===== src/rtl/serie_paralelo.sv =====
// serie_paralelo: serial-to-parallel receiver with comma (BC) alignment.
//
// Finds symbol alignment by sliding a bit-level search for BC_SYMBOL, then
// confirms it with BC_LOCK consecutive aligned BC symbols before locking.
// Once locked, each completed non-BC symbol is presented on data_out with a
// one-cycle valid_out strobe. BC symbols seen while locked are counted.
//
// Ports
//   clock32   in   bit-rate clock, rising edge
//   reset     in   asynchronous, active-high reset
//   data_in   in   serial stream, MSB of each symbol first
//   data_out  out  [7:0]  last received non-BC byte (held)
//   valid_out out  one-cycle strobe, data_out updated this cycle
//   active    out  link locked
//   counterBC out  [15:0] BC symbols received while locked (wraps)
module serie_paralelo #(
  parameter logic [7:0] BC_SYMBOL = 8'hBC,
  parameter int         BC_LOCK   = 4
) (
  input  logic        clock32,
  input  logic        reset,
  input  logic        data_in,
  output logic [7:0]  data_out,
  output logic        valid_out,
  output logic        active,
  output logic [15:0] counterBC
);

  typedef enum logic [1:0] {SEARCH, ALIGN, ACTIVE} state_t;

  localparam logic [3:0] LOCK_N = 4'(BC_LOCK);

  state_t      state;
  logic [7:0]  sr;
  logic [7:0]  nb;
  logic [2:0]  bit_cnt;
  logic [3:0]  bc_cnt;
  logic        boundary;
  logic        nb_is_bc;

  // Symbol including the bit arriving this cycle.
  assign nb       = {sr[6:0], data_in};
  assign boundary = (bit_cnt == 3'd7);
  assign nb_is_bc = (nb == BC_SYMBOL);

  always_ff @(posedge clock32 or posedge reset) begin
    if (reset) begin
      state     <= SEARCH;
      sr        <= '0;
      bit_cnt   <= '0;
      bc_cnt    <= '0;
      data_out  <= '0;
      valid_out <= 1'b0;
      active    <= 1'b0;
      counterBC <= '0;
    end else begin
      sr        <= nb;
      valid_out <= 1'b0;
      case (state)
        SEARCH: begin
          // Sliding match: any bit position may start a symbol.
          if (nb_is_bc) begin
            bit_cnt <= '0;
            bc_cnt  <= 4'd1;
            if (LOCK_N == 4'd1) begin
              state  <= ACTIVE;
              active <= 1'b1;
            end else begin
              state <= ALIGN;
            end
          end
        end
        ALIGN: begin
          bit_cnt <= bit_cnt + 3'd1;
          if (boundary) begin
            if (nb_is_bc) begin
              bc_cnt <= bc_cnt + 4'd1;
              if (bc_cnt + 4'd1 == LOCK_N) begin
                state  <= ACTIVE;
                active <= 1'b1;
              end
            end else begin
              // Alignment broken; resume sliding search on the next bit.
              state   <= SEARCH;
              bc_cnt  <= '0;
              bit_cnt <= '0;
            end
          end
        end
        ACTIVE: begin
          bit_cnt <= bit_cnt + 3'd1;
          if (boundary) begin
            if (nb_is_bc) begin
              counterBC <= counterBC + 16'd1;
            end else begin
              data_out  <= nb;
              valid_out <= 1'b1;
            end
          end
        end
        default: state <= SEARCH;
      endcase
    end
  end

endmodule


===== config.mk =====
export PLATFORM = sky130hd
export DESIGN_NAME = serie_paralelo
export DESIGN_NICKNAME = d
export VERILOG_FILES = /design/src/rtl/serie_paralelo.sv
export SDC_FILE = /design/constraint.sdc
export NUM_CORES = 1
export LEC_CHECK = 0
export ABC_AREA = 1
export ABC_CLOCK_PERIOD_IN_PS = 1400
export CAP_MARGIN = 10
export CELL_PAD_IN_SITES_DETAIL_PLACEMENT = 0
export CELL_PAD_IN_SITES_GLOBAL_PLACEMENT = 1
export CORE_MARGIN = 4
export CORE_UTILIZATION = 36
export CTS_CLUSTER_SIZE = 28
export DETAILED_ROUTE_END_ITERATION = 12
export PLACE_DENSITY = 0.84
export REMOVE_ABC_BUFFERS = 1
export SLEW_MARGIN = 10
export SYNTH_ARGS = -nofsm -noshare
export SYNTH_HDL_FRONTEND = slang
export SYNTH_SLANG_ARGS = --single-unit

===== constraint.sdc =====
create_clock -name clock32 -period 1.4 [get_ports clock32]
set_clock_uncertainty 0.15 [all_clocks]
set_input_delay 0.14 -clock clock32 [delete_from_list [all_inputs] [get_ports clock32]]
set_output_delay 0.14 -clock clock32 [all_outputs]
set_load 0.005 [all_outputs]

# Word level (Yosys, flattened, before mapping)
# Cells that the tools add are included.
dict set report word_totals {
  regBits 42
  in_bits 3
  output_inout_bits 26
  elab_cells 46
}
dict set report classes {
  add_sub_neg 3
  n_eq_ne 8
  muxes 16
  n_bitwise 2
  n_reduce_logical 9
}
# op n
set ops {}
lappend ops {{adder 16 x 1 -> 16 bit, second input constant} 1}
lappend ops {{two-way mux 4 bit} 3}
lappend ops {{two-way mux 3 bit} 3}
lappend ops {{one-hot mux 3 bit (3 select lines)} 1}
lappend ops {{AND reduction 3 bit} 3}
lappend ops {{== test 8 bit, second input constant} 1}
lappend ops {{two-way mux 2 bit} 4}
lappend ops {{one-hot mux 4 bit (2 select lines)} 1}
lappend ops {{AND reduction 4 bit} 2}
lappend ops {{one-hot mux 2 bit (3 select lines)} 1}
lappend ops {{adder 4 x 1 -> 4 bit, second input constant} 1}
lappend ops {{== test 4 x 3 -> 1 bit, second input constant} 1}
lappend ops {{inequality test 2 bit, second input constant} 2}
lappend ops {{adder 3 x 1 -> 3 bit, second input constant} 1}
lappend ops {{== test 3 bit, second input constant} 1}
lappend ops {{two-way mux 1 bit} 3}
lappend ops {{inequality test 3 bit, second input constant} 1}
lappend ops {{nonzero test 3 bit} 1}
lappend ops {{== test 2 x 1 -> 1 bit, second input constant} 1}
lappend ops {{== test 2 bit, second input constant} 1}
lappend ops {{logical NOT 2 bit} 1}
lappend ops {{NOT 1 bit} 2}
lappend ops {{AND reduction 2 bit} 1}
lappend ops {{nonzero test 2 bit} 1}

# Longest topological paths before layout
# Gate-level depths: netlist (run 1).
dict set report depth {
  depth_word 6
  mapped_depth 10
  mapped_depth_nobuf 10
}

# Worst setup path before layout (run 1)
# Ideal clock, no wire load.
dict set report synth_path {
  path_kind {register -> register}
  start {register bit_cnt[0]}
  end {register data_out[0]}
  setup_ns 0.076
  arrival_time_ns 1.349
  slack_ns -0.175
  path_stages_with_launch 9
  path_buffers 1
  period_less_slack_ns 1.575
  path_cell_list {dfrtp_1 -> ha_1 -> ha_1 -> nand2_1 -> inv_1 -> nand2_1 -> buf_2 -> nand2_1 -> o21ai_1}
}
dict set report synth_between {
  elab_chain_cells 2
}
# element line
set synth_rtl {}
lappend synth_rtl {{start, declared} 36} ;# logic [2:0] bit_cnt;
lappend synth_rtl {{start signal, assigned} 74} ;# bit_cnt <= bit_cnt + 3'd1;
lappend synth_rtl {{start signal, assigned} 91} ;# bit_cnt <= bit_cnt + 3'd1;
lappend synth_rtl {{== test 3 bit} 43} ;# assign boundary = (bit_cnt == 3'd7);
lappend synth_rtl {{AND reduction 3 bit (no line)} n/a}
lappend synth_rtl {{end signal, assigned} 96} ;# data_out <= nb;
lappend synth_rtl {{end, declared} 23} ;# output logic [7:0] data_out,
# Every way passes these cells.
# A chain may end at the register's enable or synchronous reset.

# Worst setup path in the final report (run 1)
dict set report layout_path {
  start {register bit_cnt[1]}
  end {register counterBC[5]}
}
dict set report layout_between {
  elab_chain_cells 2
}
# element line
set layout_rtl {}
lappend layout_rtl {{== test 3 bit} 43}
lappend layout_rtl {{AND reduction 3 bit (no line)} n/a}
lappend layout_rtl {{end signal, assigned} 94} ;# counterBC <= counterBC + 16'd1;
lappend layout_rtl {{end, declared} 26} ;# output logic [15:0] counterBC
# Every way passes these cells.

==> flow_metrics.tcl, run 1 <==
set metrics [dict create \
    outcome "finished, violations left" \
    violations "negative setup slack" \
    slew_headroom_pct 81.4 \
    r2r_slack_ns -0.20 \
    syn_area_mm2 0.00204 \
    fmax_mhz 625 \
    wl_per_cell_um 13.1 \
    whs_ns 0.0629 \
    hp-class "in2async" \
    yosysSeqAreaShare_pct 51.5 \
    wirelength_um 5440 \
    cts_tree "yes" \
    async_flop_share_pct 100 \
    syn-instance-count 239 \
    cts_buffers 5 \
    clock_path_buffers 2 \
    gp_congestion 0.780 \
    wl_met3_um 175 \
    dieHeight_um 83.3 \
    cts_sinks 42 \
    path_class "reg2reg" \
    grt_max_degree 43 \
    dieArea_mm2 0.00693 \
    layout_setup_ws_ns -0.199 \
    yosysTopAreaCell "dfrtp_1" \
    grt-ovfl-total 0 \
    p_leak_nw 1.77 \
    dieWidth_um 83.3 \
    yosysWarnings 0 \
    vias_per_cell 4.67 \
    num_rows 27 \
    dp_cells 365 \
    setup_violations 34 \
    cts-root-buf "clkbuf_8" \
    tightest_slew_ns 0.278 \
    diodes 0 \
    wl_met1_um 2250 \
    synth.distinct_cells 23 \
    timing.rr.start "bit_cnt[1]" \
    powerDensity_mw_per_mm2 1010 \
    synth_ff_type "dfrtp_1" \
    clkTransAtPathRegs_ns 0.09 \
    grt_pass1_wl_um 8810 \
    pin_count 29 \
    drv_cap 0 \
    synthTopCellsByCount "nand2_1 (82), dfrtp_1 (42), inv_1 (19), nand3_1 (19), nor2_1 (14)" \
    timing.rr.end "counterBC[5]" \
    top_layer "met4" \
    r2r_cells 6 \
    route.met2.wl_um 2830 \
    nets 352 \
    core_mm2 0.00551 \
    hold_viol_final 0 \
    grtUsageTotal_pct 15.4 \
    endpoint_kind "register" \
    cp_max_fo 8 \
    grt_setup_unrepaired "true" \
    slew_violations 0 \
    cp.arrival_ns 1.63 \
    synth_edf_count 0 \
    drc 0 \
    htree_levels 2 \
    startpoint_type "register" \
    final-instance-count-excl-fill 414 \
    grt_antenna_before_repair 0 \
    drt_iter0_drc 79 \
    grt_pass1_vias 1919 \
    antenna_left 0 \
    num_vias 1935 \
    initial_core_util_pct 37.0 \
    synth.avg_cell_area_um2 8.53 \
    cp.required_ns 1.43 \
    ys_seq_elements 42 \
    yosysTopAreaCellShare_pct 51.5 \
    synth_area_leaders "dfrtp_1 (52%), nand2_1 (15%), ha_1 (4.9%), nand3_1 (4.7%), inv_1 (3.5%)" \
    drtPass1Iterations 4 \
    hpwlAfterDp_um 3030 \
    min_period_ns 1.60 \
    fin_crit_sh_pct 114 \
    layout-drive-gt1-share_pct 47.4 \
    portBuffers 28 \
    yosysMostFrequentCell "nand2_1" \
    synthToLayoutAreaGrowth_pct 67.3 \
    ir_drop_mv 0.441 \
    clock_latency_ns 0.30 \
]
## final cells by class
cell class | count | area (µm²)
Fill cell | 434 | 2090
Clock inverter | 3 | 40.0
Timing Repair Buffer | 96 | 823
Tap cell | 72 | 90.1
Sequential cell | 42 | 1050
Multi-Input combinational cell | 167 | 1210
Clock buffer | 5 | 68.8
Timing Repair inverter | 1 | 6.26
Inverter | 28 | 120
## layer usage
layer	track usage, %	vias to the layer above
met2	27.0	40
met1	18.4	930
li1	-	951
met3	2.58	14
met4	6.54	0
met5	0	-
## stage by stage
step / area (µm²) / power, mW / worst slack, ns / utilization, % / TNS (ns)
2_1_floorplan: 2020 / 1.70 / -0.254 / - / -3.13
3_3_place_gp: 2620 / 1.89 / -0.257 / 47.5 / -7.60
3_5_place_dp: 2620 / 1.90 / -0.312 / 47.5 / -8.59
4_1_cts: 3170 / 3.17 / -0.126 / 57.6 / -2.23
5_1_grt: 3410 / 3.64 / -0.254 / 62.0 / -5.77
6_report: 3410 / 3.45 / -0.199 / 62.0 / -3.68
## worst max-delay path by stage
stage | from | to | slack, ns | cells after the start
after floorplan | bit_cnt[0] | data_out[2] | -0.25 | 8
after global placement | data_in | state[0] | -0.26 | 11
after detailed placement | data_in | state[0] | -0.31 | 11
after CTS | bit_cnt[1] | counterBC[6] | -0.13 | 6
after global routing | bit_cnt[0] | counterBC[5] | -0.25 | 6
final | bit_cnt[1] | counterBC[5] | -0.20 | 6
## state kept, by name, summed over array words and instances (netlist names)
signal,flops
active,1
bc_cnt,4
bit_cnt,3
counterBC,16
data_out,8
sr,7
state,2
valid_out,1
## critical path: stages, from the launching register on
cell     delay [ns]
dfrtp_1        0.36
ha_2           0.20
ha_4           0.20
nand2_4        0.08
nor2_4         0.23
nand2_1        0.13
xnor2_1        0.14
## layout by cell type (no fill, tap or decap), types with 3 or more instances in the layout
master / instances
nand2_1: 55
buf_4: 53
dfrtp_1: 41
nand2_2: 23
dlygate4sd2_1: 23
inv_1: 16
buf_6: 15
nor2_4: 10
nand3_1: 10
inv_2: 8
nand3_2: 8
o21ai_1: 7
nand2_4: 6
xnor2_1: 6
xor2_1: 6
nor2_1: 5
clkbuf_8: 5
o21ai_2: 4
nand4_1: 4
nor2_2: 4
ha_4: 4
inv_4: 3
ha_2: 3
## cell families (layout without fill, tap and decap cells)
family	Yosys count	in the layout	synth area share, %
and+or+nand+nor	130	130	27.4
DFF	42	42	51.5
buffers and inverters	30	133	5.95
AOI/OAI and AO/OA	16	16	4.60
xor gates and xnor gates	13	13	5.58
adders and majority gates	8	8	4.91
## repair_timing
action	4_1_cts	5_1_grt
buffers inserted	30	10
hold buffers	0	0
cloned	1	0
setup endpoints to repair	61	34
gates resized for setup	93	47
pin swaps	38	23
## where the power goes
part	switching, mW	internal, mW	total, mW
Clock	0.440	0.526	0.966
Sequential	0.0651	1.28	1.35
Combinational	0.588	0.552	1.14
Total	1.09	2.36	3.45
Power figures use the tool's default switching activity.
==> run 2: changes to the inputs <==
Settings changed: HOLD_SLACK_MARGIN set to 0.03, SETUP_SLACK_MARGIN set to 0.02, SKIP_CTS_REPAIR_TIMING set to 1.
==> run 2 against run 1 <==
  * The run still ends with negative setup slack left
  * Global-route usage is 2.8 points lower
  * Maximum frequency increased by 3.3%
  * Worst hold slack got worse by 0.0039 ns
  * Flip-flop and latch count unchanged
  * Combinational power down 37%
  * Clock power down 0.8%
  * Clock-buffer cell count is the same
  * Total power down 13%
  * Register-to-register slack improved by 0.05 ns
  * Design area down 7.9%
  * Largest cell class is now registers
  * Highest routed layer unchanged
==> flow_metrics.tcl, run 2 (synthesis gave the netlist of run 1 again) <==
set metrics [dict create \
    outcome "finished, violations left" \
    violations "negative setup slack" \
    r2r_cells 6 \
    pre_cts_ws_ns -0.312 \
    p_leak_nw 1.93 \
    antenna_left 0 \
    drv_cap 0 \
    clkTransAtPathRegs_ns 0.08 \
    drtPass1Iterations 4 \
    r2r_slack_ns -0.15 \
    layout_setup_ws_ns -0.148 \
    clock_latency_ns 0.29 \
    grt_pass1_wl_um 7170 \
    cts-root-buf "clkbuf_8" \
    largest_register_ffs 16 \
    wirelength_um 4790 \
    final_util_pct 57.1 \
    p_total_mw 3.01 \
    route.met2.wl_um 2430 \
    fill_cells 465 \
    startpoint_type "register" \
    fin_crit_sh_pct 111 \
    hp-class "in2async" \
    synthToLayoutAreaGrowth_pct 54.1 \
    wl_met3_um 110 \
    top_layer "met4" \
    setup_violations 34 \
    drc 0 \
    wl_met1_um 2170 \
    grt_max_degree 43 \
    cts_tree "yes" \
    htree_levels 2 \
    drt_iter0_drc 89 \
    num_rows 27 \
    diodes 0 \
    initial_core_util_pct 37.0 \
    hold_viol_final 0 \
    cp.arrival_ns 1.58 \
    powerDensity_mw_per_mm2 957 \
    num_vias 1819 \
    top_regs "counterBC: 16 flops, data_out: 8 flops, sr: 7 flops" \
    tightest_slew_ns 0.314 \
    cp.required_ns 1.43 \
    dieArea_mm2 0.00693 \
    cts_buffers 5 \
    min_period_ns 1.55 \
    layout-drive-gt1-share_pct 33.4 \
    top_register "counterBC" \
    pin_count 29 \
    slew_headroom_pct 78.9 \
    grtUsageTotal_pct 12.5 \
    slew_violations 0 \
    timing.rr.end "counterBC[9]" \
    grt_setup_unrepaired "true" \
    dieWidth_um 83.3 \
    mostFrequentLayoutCell "nand2_1" \
    vias_per_cell 4.57 \
    grt-ovfl-total 0 \
    ir_drop_mv 0.408 \
    core_mm2 0.00551 \
    portBuffers 28 \
    grt_pass1_vias 1627 \
    grt_antenna_before_repair 0 \
    cts_sinks 42 \
    timing.rr.start "bit_cnt[0]" \
    cp_max_fo 8 \
    crit_start "bit_cnt[0]" \
    clock_path_buffers 2 \
    wl_per_cell_um 12.0 \
    endpoint_kind "register" \
    most-common-layout-cells "nand2_1 (73), buf_4 (47), dfrtp_1 (41)" \
    fmax_mhz 646 \
    setup.worst_path.end "counterBC[9]" \
    dieHeight_um 83.3 \
    path_class "reg2reg" \
    nets 336 \
    hpwlAfterDp_um 3030 \
    gp_congestion 0.780 \
]
==> run 2: cell count changes in the layout (fill, tap and decap cells not counted), moves of 4 or more <==
cell            before  now
buf_4               53   47
buf_6               15    4
dlygate4sd2_1       23    0
dlymetal6s2s_1       0   26
nand2_1             55   73
nand2_2             23    9
nand2_4              6    2
nand3_1             10   15
nand3_2              8    4
nor2_1               5    9
nor2_4              10    4
==> run 2: layout make-up <==
type	count	area (µm²)	share of cell area, %
well taps	72	90.1	2.87
multi-input cells	167	1010	32.0
flip-flops and latches	42	1050	33.5
inverters	28	115	3.66
repair inverters	1	6.26	0.199
clock buffers	5	68.8	2.19
repair buffers	80	763	24.3
clock inverters	3	40.0	1.27
==> run 2: worst max-delay path, stage by stage, from the launching register on <==
cell and delay [ns]:
dfrtp_1 0.37, ha_2 0.20, ha_4 0.17, nand2_2 0.08, nor2_4 0.23, nand3_2 0.11
xnor2_1 0.14
==> run 2: routing by layer <==
| layer | vias to the layer above | global-route usage (%) |
|---|---|---|
| met3 | 5 | 2.58 |
| met5 | - | 0 |
| met1 | 867 | 14.6 |
| met2 | 19 | 22.2 |
| met4 | 0 | 5.35 |
| li1 | 928 | - |
==> run 2: how the worst min path moves through the flow <==
stage	endpoint	startpoint	slack, ns	depth (start not counted)
global route	data_out[0]	reset	0.09	3
global placement	sr[6]	sr[5]	0.23	0
finish	bc_cnt[2]	reset	0.06	3
detailed placement	sr[1]	sr[0]	0.24	0
CTS	data_out[0]	reset	0.06	3
floorplan	sr[0]	data_in	0.02	0
==> run 2: report_power, final <==
group,switching [mW],internal (mW)
Sequential,0.0489,1.28
Combinational,0.398,0.324
Clock,0.432,0.525
Total,0.879,2.13
==> run 2: metrics by stage <==
step	area, µm²	hold WS, ns	instances	TNS, ns
after floorplan	2020	0.0214	237	-3.13
after global placement	2620	0.229	365	-7.60
after detailed placement	2620	0.242	365	-8.59
after CTS	2730	0.0647	373	-9.73
after global routing	3140	0.0921	398	-6.20
final	3140	0.0590	398	-3.31
==> run 3: changes to the inputs <==
Settings changed: CTS_CLUSTER_DIAMETER set to 150.
==> results of run 3 <==
Final layout, timing and power as in run 2 (identical DEF).
